`src/rtl/event_flag_reader_if.sv`:
```
// Bundle of event inputs, interrupt output and the snapshot read port
// of the sticky event flag bank.
//
// Read handshake: while rd_valid is high, rd_data/rd_ovf hold a stable
// snapshot. The consumer accepts that snapshot by raising rd_ack in any
// cycle where rd_valid is high. The transfer completes on that clock edge.
// rd_ack has no effect while rd_valid is low. rd_req is a level request,
// and it is only looked at while the reader is idle.
interface event_flag_reader_if #(
   parameter int WIDTH = 8
);
   logic [WIDTH-1:0] ev;
   logic             irq;
   logic             rd_req;
   logic             rd_valid;
   logic [WIDTH-1:0] rd_data;
   logic [WIDTH-1:0] rd_ovf;
   logic             rd_ack;

   // Event sources and the status consumer.
   modport master (
      output ev, rd_req, rd_ack,
      input  irq, rd_valid, rd_data, rd_ovf
   );

   // The flag bank itself.
   modport slave (
      input  ev, rd_req, rd_ack,
      output irq, rd_valid, rd_data, rd_ovf
   );
endinterface

```
`src/rtl/event_flag_reader.sv`:
```
// Sticky event flag bank with a snapshot / acknowledge read port.
// Producers pulse ev[i]. A flag stays set until a snapshot that contained it
// is acknowledged. Only snapshotted bits are cleared, so an event that
// arrives while a snapshot is presented survives the acknowledge.
// A new event always wins over a clear.
module event_flag_reader #(
   parameter int          WIDTH     = 8,
   parameter logic [31:0] POR_VALUE = 32'h0
) (
   input  logic                  clk,
   input  logic                  rst,
   event_flag_reader_if.slave    bus,
   output logic [1:0]            dbg_state_o
);

   typedef enum logic [1:0] {
      ST_IDLE    = 2'd0,
      ST_PRESENT = 2'd1,
      ST_HOLDOFF = 2'd2
   } state_t;

   state_t           state_q, state_d;
   logic [WIDTH-1:0] flags_q, flags_d;
   logic [WIDTH-1:0] ovf_q, ovf_d;
   logic [WIDTH-1:0] snap_data_q, snap_data_d;
   logic [WIDTH-1:0] snap_ovf_q, snap_ovf_d;

   logic             ack_take;
   logic [WIDTH-1:0] clr_flags;
   logic [WIDTH-1:0] clr_ovf;

   // Acknowledge only counts while a snapshot is presented.
   always_comb begin
      ack_take  = (state_q == ST_PRESENT) && bus.rd_ack;
      clr_flags = {WIDTH{ack_take}} & snap_data_q;
      clr_ovf   = {WIDTH{ack_take}} & snap_ovf_q;
   end

   // Flag and overflow update: set wins over clear; a repeat event on a set,
   // uncleared flag records an overflow.
   always_comb begin
      flags_d = bus.ev | (flags_q & ~clr_flags);
      ovf_d   = (bus.ev & flags_q & ~clr_flags) | (ovf_q & ~clr_ovf);
   end

   // Read FSM next state and snapshot capture.
   always_comb begin
      state_d     = state_q;
      snap_data_d = snap_data_q;
      snap_ovf_d  = snap_ovf_q;
      case (state_q)
         ST_IDLE: begin
            if (bus.rd_req) begin
               snap_data_d = flags_q;
               snap_ovf_d  = ovf_q;
               state_d     = ST_PRESENT;
            end
         end
         ST_PRESENT: begin
            if (bus.rd_ack) begin
               state_d = ST_HOLDOFF;
            end
         end
         ST_HOLDOFF: begin
            state_d = ST_IDLE;
         end
         default: begin
            state_d = ST_IDLE;
         end
      endcase
   end

   // State register; reset aborts any read in progress without clearing.
   always_ff @(posedge clk or posedge rst) begin
      if (rst) begin
         state_q     <= ST_IDLE;
         flags_q     <= POR_VALUE[WIDTH-1:0];
         ovf_q       <= '0;
         snap_data_q <= '0;
         snap_ovf_q  <= '0;
      end else begin
         state_q     <= state_d;
         flags_q     <= flags_d;
         ovf_q       <= ovf_d;
         snap_data_q <= snap_data_d;
         snap_ovf_q  <= snap_ovf_d;
      end
   end

   // Outputs: irq follows the live flags, the read port shows the snapshot.
   always_comb begin
      bus.irq      = |flags_q;
      bus.rd_valid = (state_q == ST_PRESENT);
      bus.rd_data  = snap_data_q;
      bus.rd_ovf   = snap_ovf_q;
      dbg_state_o  = state_q;
   end

endmodule

```
`src/flat_wrapper.sv`:
```
// flat-port wrapper written by rule: the top's interface ports become plain ports
module event_flag_reader_flat 
#(
   parameter int          WIDTH     = 8,
   parameter logic [31:0] POR_VALUE = 32'h0
)
  (clk, rst, dbg_state_o, bus_ev, bus_rd_req, bus_rd_ack, bus_irq, bus_rd_valid, bus_rd_data, bus_rd_ovf);
  event_flag_reader_if #(.WIDTH(WIDTH)) bus_i ();
  input  logic clk;
  input  logic rst;
  output logic [1:0] dbg_state_o;
  input wire logic [$bits(bus_i.ev)-1:0] bus_ev;
  input wire logic [$bits(bus_i.rd_req)-1:0] bus_rd_req;
  input wire logic [$bits(bus_i.rd_ack)-1:0] bus_rd_ack;
  output wire logic [$bits(bus_i.irq)-1:0] bus_irq;
  output wire logic [$bits(bus_i.rd_valid)-1:0] bus_rd_valid;
  output wire logic [$bits(bus_i.rd_data)-1:0] bus_rd_data;
  output wire logic [$bits(bus_i.rd_ovf)-1:0] bus_rd_ovf;
  assign bus_i.ev = bus_ev;
  assign bus_i.rd_req = bus_rd_req;
  assign bus_i.rd_ack = bus_rd_ack;
  assign bus_irq = bus_i.irq;
  assign bus_rd_valid = bus_i.rd_valid;
  assign bus_rd_data = bus_i.rd_data;
  assign bus_rd_ovf = bus_i.rd_ovf;
  event_flag_reader #(.WIDTH(WIDTH), .POR_VALUE(POR_VALUE)) u_core (.clk(clk), .rst(rst), .bus(bus_i), .dbg_state_o(dbg_state_o));
endmodule
```
`config.mk`:
```
export PLATFORM = sky130hd
export DESIGN_NAME = event_flag_reader_flat
export DESIGN_NICKNAME = d
export VERILOG_FILES = /design/src/rtl/event_flag_reader_if.sv /design/src/rtl/event_flag_reader.sv /design/src/flat_wrapper.sv
export SDC_FILE = /design/constraint.sdc
export NUM_CORES = 1
export LEC_CHECK = 0
export ABC_AREA = 1
export CELL_PAD_IN_SITES_DETAIL_PLACEMENT = 2
export CELL_PAD_IN_SITES_GLOBAL_PLACEMENT = 2
export CORE_ASPECT_RATIO = 1.5
export CORE_MARGIN = 10
export CORE_UTILIZATION = 32
export DETAILED_ROUTE_END_ITERATION = 8
export PLACE_DENSITY_LB_ADDON = 0.1
export SLEW_MARGIN = 20
export SYNTH_ARGS = -nofsm -noshare
export SYNTH_HDL_FRONTEND = slang
export SYNTH_SLANG_ARGS = --single-unit
```
`constraint.sdc`:
```
create_clock -name clk -period 2.6 [get_ports clk]
set_input_delay 0.52 -clock clk [delete_from_list [all_inputs] [get_ports clk]]
set_output_delay 0.52 -clock clk [all_outputs]
set_load 0.005 [all_outputs]
```
After elaboration in Yosys (flattened, before gate mapping)
Index checks and enable logic that the tools add are counted.

storage, ports and cells
  bits of input ports = 12
  bits in registers = 34
  word-level logic and storage cells = 26

cells by class
  muxes and demuxes = 3
  reduce and logical (&&, ||, !) cells = 5
  equal/unequal tests = 3
  bitwise operators = 10

operators with widths
  kind                count
  $and 8x8->8         6
  $not 8->8           2
  $or 8x8->8          2
  $reduce_or 8->1     1
  $mux 2              2
  $ne 2x2->1 const B  2
  $pmux 2 s2          1
  $reduce_and 2->1    2
  $eq 2x1->1 const B  1
  $logic_not 2->1     1
  $logic_and 1x1->1   1

Depth between registers and ports, before layout
Gate-level depths: netlist of run 1.

  word-level depth = 6
  mapped depth = 6
  depth with buffers taken out = 4

Least setup slack after synthesis of run 1
No wires, ideal clock.

  path type = register -> output
  from = register u_core.state_q[1] (netlist: u_core.dbg_state_o[1])
  to = output port bus_rd_valid
  data arrival time = 0.733 ns
  stages on the path, launching flop included = 4
  path slack = 1.347 ns
  cell sequence = dfrtp_1 -> inv_2 -> nand2_1 -> inv_1

on the way
  cells in the longest elaborated chain, start to end = 1

RTL lines
  element                   line                     text
  start: declaration        event_flag_reader.sv:22  state_t state_q, state_d;
  start signal: assignment  event_flag_reader.sv:82  state_q <= state_d;
  $eq 2x1->1                event_flag_reader.sv:93  bus.rd_valid = (state_q == ST_PRESENT);
  end: declaration          flat_wrapper.sv:16       output wire logic [$bits(bus_i.rd_valid)-1:0] bus_rd_valid;

Every way passes these cells.

Worst setup path after layout of run 1
Ends and elaborated chain as after synthesis.

==> results of run 1 <==
-- through the flow --
stage                     utilization [%]  instance area (sq um)  instances  total power [mW]
after floorplan                         -                   1570        185              1.24
after global placement               40.2                   1920        277              1.61
after detailed placement             40.2                   1920        277              1.66
after CTS                            42.1                   2010        285              2.09
after global routing                 42.1                   2010        285              2.23
final                                42.1                   2010        285              2.04
-- registers in the layout, summed over array words and instances (netlist names) --
signal	count
u_core.bus.rd_data	8
u_core.bus.rd_ovf	8
u_core.dbg_state_o	2
u_core.flags_q	8
u_core.ovf_q	8
-- power by group through the flow --
stage          registers [mW]  clock network (mW)  logic, mW
3_3_place_gp            0.877                   0      0.736
5_1_grt                 0.910               0.463      0.854
3_5_place_dp            0.891                   0      0.770
4_1_cts                 0.882               0.435      0.772
2_1_floorplan           0.867                   0      0.368
6_report                0.878               0.423      0.742
-- worst max-delay path, stage by stage (launching register included) --
cell                              delay (ns)
sky130_fd_sc_hd__dfrtp_1                0.46
sky130_fd_sc_hd__inv_2                  0.31
sky130_fd_sc_hd__nand2_1                0.15
sky130_fd_sc_hd__inv_1                  0.08
sky130_fd_sc_hd__clkdlybuf4s50_1        0.50
-- worst max path at each step --
stage                             to  slack (ns)  cells past startpoint
2_1_floorplan  u_core.bus.rd_data[0]        1.33                      1
3_3_place_gp            bus_rd_valid        0.62                      4
3_5_place_dp            bus_rd_valid        0.58                      4
4_1_cts                 bus_rd_valid        0.27                      4
5_1_grt                 bus_rd_valid        0.16                      4
6_report                bus_rd_valid        0.29                      4
-- Yosys cell counts --
cell type,n
sky130_fd_sc_hd__buf_4,2
sky130_fd_sc_hd__inv_1,19
sky130_fd_sc_hd__nand4_4,1
sky130_fd_sc_hd__nand2_4,1
sky130_fd_sc_hd__inv_2,1
sky130_fd_sc_hd__buf_6,4
sky130_fd_sc_hd__o21ai_1,1
sky130_fd_sc_hd__nand4_1,15
sky130_fd_sc_hd__nor2_8,1
sky130_fd_sc_hd__buf_2,3
sky130_fd_sc_hd__dfrtp_1,34
sky130_fd_sc_hd__nand3_1,16
sky130_fd_sc_hd__nor2_1,5
sky130_fd_sc_hd__nand2_1,81
sky130_fd_sc_hd__nand4_2,1
-- cells in the final DEF, fill, tap and decap left out --
cell and instances:
sky130_fd_sc_hd__nand2_4 1, sky130_fd_sc_hd__nor2_1 5, sky130_fd_sc_hd__inv_2 1, sky130_fd_sc_hd__clkdlybuf4s50_1 31
sky130_fd_sc_hd__clkinv_2 1, sky130_fd_sc_hd__o21ai_1 1, sky130_fd_sc_hd__nand2_1 81, sky130_fd_sc_hd__nand3_1 16
sky130_fd_sc_hd__nand4_4 1, sky130_fd_sc_hd__nand4_1 15, sky130_fd_sc_hd__clkbuf_1 1, sky130_fd_sc_hd__nor2_8 1
sky130_fd_sc_hd__dfrtp_1 34, sky130_fd_sc_hd__nand4_2 1, sky130_fd_sc_hd__clkbuf_8 6, sky130_fd_sc_hd__buf_4 4
sky130_fd_sc_hd__inv_1 19
-- area by class of cell --
type	instances	area (sq um)
Inverter	20	75.1
Clock inverter	1	5.00
Timing Repair Buffer	35	340
Sequential cell	34	851
Tap cell	66	82.6
Fill cell	580	2760
Clock buffer	7	86.3
Multi-Input combinational cell	122	567
-- cell families after synthesis --
group / after synthesis
simple gates: 121
flops: 34
buf+inv: 29
compound gates: 1
-- per-layer routing --
layer  vias to the layer above  GRT usage [%]  wire length [microns]
met4                         0           3.53                     59
met2                        24           20.9                   2320
met1                       685           13.9                   2020
met3                         5           3.91                    229
li1                        651              -                      -
met5                         -              0                      0
==> run_results.csv, run 1 <==
group,metric,value,unit
clocking,buffer_depth_of_the_longest_clock_path,2,
pwr,internal_power,1.31,mW
route,drc,0,
sta,worst_slew_margin_rel,69.5,%
grt,grt_pass1_vias,1614,
sta,tightest_slew,0.458,ns
synthesis,synth-seq-cells,34,
setup_path,worstPathArrival,1.79,ns
setup_path,worst-r2r-cell-count,5,
sta,final_max_slew_viol_count,0,
clocking,post-cts-setup-buffer-count,0,
pwr,combPwrFrac,36.3,%
hold_path,holdPathStages,2,
synthesis,netlist_area,1570,sq um
synthesis,avgSynthCellArea,8.47,sq um
hold_path,min_to,"u_core.ovf_q[1]",
pwr,p_clk_share,20.7,%
route,route.detailed.vias_per_inst,4.79,
clocking,postCtsResizedCells,0,
floorplan,fp.dieH,106,microns
synthesis,synth_top_area_share,54.3,%
pwr,power.net_switching,0.732,mW
setup_path,endpoint_kind,"output port",
clocking,clock_tree.htree_level_count,2,
route,dr.first_iter.drc_count,51,
final_layout,layout.nets,230,
place,port_buffers,31,
route,finalWirelength,4620,microns
floorplan,die_area,8160,sq um
setup_path,worstSetupStartpoint,"u_core.dbg_state_o[1]",
synthesis,synthesis.instances,185,
pwr,vdd_ir_drop_max,422,uV
route,antenna_violating_nets_post_route,0,
grt,grt.overflow.total,0,
floorplan,standard_cell_core_area,4770,sq um
setup_path,category_of_the_worst_setup_path_launch_point,"flip-flop",
synthesis,ys_top_cells_by_area,"sky130_fd_sc_hd__dfrtp_1 (54%), sky130_fd_sc_hd__nand2_1 (19%), sky130_fd_sc_hd__nand4_1 (6.0%)",
synthesis,yosys.area_share.adder,0,%
sta,finalWorstSetupSlack,0.292,ns
pwr,powerDensity,1020,nW/um^2
clocking,cts_root_buf,"sky130_fd_sc_hd__clkbuf_8",
hold_path,min-delay-start,"u_core.ovf_q[1]",
synthesis,synth.area.mux_share,0,%
sta,period_share,88.8,%
flow_run,max-cap-violations,0,
sta,fin_worst_hold_slack,0.479,ns
clocking,cts-buffers-inserted,5,
grt,grt_antenna_before_repair,0,
setup_path,critical_path_required,2.08,ns
setup_path,crit_path_max_fanout,17,
grt,grt_max_degree,35,
sta,fin_tns_setup,0,ns
sta,fmaxAchievable,433,MHz
place,gp_congestion,0.719,
setup_path,timing.reg2reg.setup_slack,1.19,ns
grt,groute.usage.overall,12.1,%
place,detailed_place_hpwl,3230,microns
final_layout,final_layout_size_suffix_gt1_share,7.31,%
floorplan,die_width,77.2,microns
grt,first_pass_grt_wire_length,8050,microns
synthesis,synthesis.yosys.warnings,0,
pwr,swShare,35.8,%
synthesis,synth_seq_area_share,54.3,%
synthesis,yosys.area_share.xor_xnor,0,%
clocking,number_of_clock_sinks,34,
sta,finalSetupViolations,0,
route,drt_pass_1_iters,4,
pwr,power.static_leakage,1.02,nW
synthesis,fraction_of_the_mapped_netlist_area_in_compound_gates,0.319,%
sta,final.min_clock_period,2.31,ns
floorplan,io_pins,32,
setup_path,crit-reg2reg-launch,"u_core.dbg_state_o[0]",
setup_path,criticalPathCategory,"flip-flop to output port",
synthesis,syn_nets,197,
route,wl_per_cell,16.2,microns
synthesis,synth_simple_gate_area_share,35.8,%
final_layout,area_growth,28.0,%
route,via_count,1365,
pwr,power.share.sequential,43.0,%
sta,timing_hold_violations_final,0,
setup_path,regToRegEndpoint,"u_core.bus.rd_ovf[0]",
final_layout,antenna_cells_inserted,0,
clocking,clkTransAtPathRegs,0.07,ns
floorplan,initial_utilization,32.9,%
sta,fin_worst_skew,0.00453,ns
clocking,cts_tree,"yes",
synthesis,netlist.top_cell.by_area,"sky130_fd_sc_hd__dfrtp_1",
synthesis,post_synth_num_cell_types,15,
floorplan,placementRows,31,
clocking,clkLatencyLatePin,0.29,ns
hold_path,hp-class,"flip-flop to flip-flop",
status,outcome,"finished, final reports clean",
place,pre_cts_slack,0.584,ns
clocking,ctsHoldBuffers,0,
sta,grt_setup_unrepaired,"no",
synthesis,synth_top_family_by_area,"simple AND/OR/NAND/NOR gates",
(Power assumes the default switching activity.)
==> inputs of run 2 (changes only) <==
Settings changed: CORE_MARGIN 10 to not set.
==> run_results.csv, run 2 (synthesis results as in run 1) <==
group,metric,value,unit
floorplan,initial_utilization,34.0,%
pwr,powerDensity,998,nW/um^2
final_layout,area_growth,26.9,%
place,port_buffers,31,
route,dr.first_iter.drc_count,34,
floorplan,die_width,59.2,microns
clocking,clkTransAtPathRegs,0.07,ns
clocking,cts_root_buf,"sky130_fd_sc_hd__clkbuf_8",
setup_path,category_of_the_worst_setup_path_launch_point,"flip-flop",
sta,fmaxAchievable,432,MHz
setup_path,worstPathArrival,1.80,ns
final_layout,final_common_cell,"sky130_fd_sc_hd__nand2_1",
floorplan,fp.dieH,87.7,microns
clocking,number_of_clock_sinks,34,
clocking,buffer_depth_of_the_longest_clock_path,2,
grt,grt_antenna_before_repair,0,
setup_path,worstSetupStartpoint,"u_core.dbg_state_o[1]",
grt,grt_pass1_vias,1442,
status,outcome,"finished, final reports clean",
sta,fin_worst_skew,0.00402,ns
sta,worst_slew_margin_rel,49.1,%
hold_path,min-delay-start,"u_core.ovf_q[5]",
setup_path,cpPeakStageDelay,0.50,ns
sta,timing_hold_violations_final,0,
route,drt_pass_1_iters,3,
setup_path,critPathBufInv,3,
route,finalWirelength,4320,microns
pwr,power.static_leakage,1.01,nW
flow_run,max-cap-violations,0,
route,via_count,1368,
grt,first_pass_grt_wire_length,7140,microns
hold_path,hp-class,"flip-flop to flip-flop",
route,route.detailed.vias_per_inst,4.85,
route,antenna_violating_nets_post_route,0,
floorplan,standard_cell_core_area,4620,sq um
grt,grt.overflow.total,0,
setup_path,crit_path_max_fanout,17,
clocking,clkLatencyLatePin,0.29,ns
pwr,vdd_ir_drop_max,444,uV
floorplan,placementRows,30,
clocking,cts-buffers-inserted,5,
place,gp_congestion,0.705,
sta,fin_tns_setup,0,ns
setup_path,path_cells,"inv_2 -> nand2_1 -> inv_1 -> clkdlybuf4s50_1",
final_layout,layout.nets,230,
setup_path,criticalPathCategory,"flip-flop to output port",
grt,groute.usage.overall,19.0,%
setup_path,critical-path-slowest-cell,"sky130_fd_sc_hd__clkdlybuf4s50_1",
final_layout,layout_common_cells,"sky130_fd_sc_hd__nand2_1 (81), sky130_fd_sc_hd__dfrtp_1 (34), sky130_fd_sc_hd__clkdlybuf4s50_1 (31), sky130_fd_sc_hd__inv_1 (19), sky130_fd_sc_hd__nand3_1 (16)",
clocking,ctsHoldBuffers,0,
floorplan,io_pins,32,
sta,final_max_slew_viol_count,0,
clocking,postCtsResizedCells,0,
final_layout,num-fill-cells,556,
setup_path,endpoint_kind,"output port",
setup_path,crit-reg2reg-launch,"u_core.dbg_state_o[0]",
route,wl_per_cell,15.3,microns
sta,tightest_slew,0.760,ns
clocking,clock_tree.htree_level_count,2,
sta,final.min_clock_period,2.32,ns
route,drc,0,
setup_path,cp_top_family,"buffers and inverters",
final_layout,postLayoutCoreUtil,43.1,%
final_layout,layout.cells.non_filler,282,
sta,period_share,89.1,%
final_layout,final_layout_size_suffix_gt1_share,6.42,%
place,dp_cells,275,
floorplan,die_area,5190,sq um
place,detailed_place_hpwl,3090,microns
sta,finalSetupViolations,0,
clocking,cts_tree,"yes",
clocking,post-cts-setup-buffer-count,0,
sta,fin_worst_hold_slack,0.478,ns
grt,grt_max_degree,35,
sta,grt_setup_unrepaired,"no",
final_layout,antenna_cells_inserted,0,
setup_path,critical_path_required,2.08,ns
## run 2: final timing paths
path | endpoint | slack [ns] | cells past startpoint
max in group asynchronous | u_core.flags_q[6] | 1.66 | 3
min in group asynchronous | u_core.ovf_q[5] | 0.64 | 3
max | bus_rd_valid | 0.28 | 4
max reg2reg | u_core.bus.rd_ovf[5] | 1.07 | 5
min reg2reg | u_core.ovf_q[5] | 0.48 | 2
min | u_core.ovf_q[5] | 0.48 | 2
## run 2: per-layer routing
layer  part of all wire [%]  global-route usage (%)
met4                    1.5                    6.71
met5                      0                       0
met3                    3.3                    3.84
met2                     54                    33.3
met1                     41                    22.7
## run 2: power by group
part / internal, mW / switching, mW / leakage (nW)
clock: 0.184 / 0.184 / 0.0383
combinational: 0.380 / 0.346 / 0.613
sequential: 0.716 / 0.176 / 0.358
## run 2: stage by stage
step           power (mW)  area [sq um]  worst slack (ns)
2_1_floorplan        1.24          1570              1.33
4_1_cts              2.03          1990             0.262
6_report             1.99          1990             0.283
3_3_place_gp         1.60          1910             0.638
5_1_grt              2.13          1990             0.134
3_5_place_dp         1.65          1910             0.585
## run 2: tightest hold or removal path, stage by stage, from the launching register on
cell and delay (ns):
sky130_fd_sc_hd__dfrtp_1 0.35, sky130_fd_sc_hd__nand2_1 0.06, sky130_fd_sc_hd__nand2_1 0.05
## run 2: area by class of cell
class	instances	area (sq um)	share of cell area, %
clock buffers	7	76.3	3.84
repair buffers	35	340	17.1
inverters	20	75.1	3.77
multi-input cells	122	567	28.5
well taps	64	80.1	4.03
flip-flops and latches	34	851	42.8
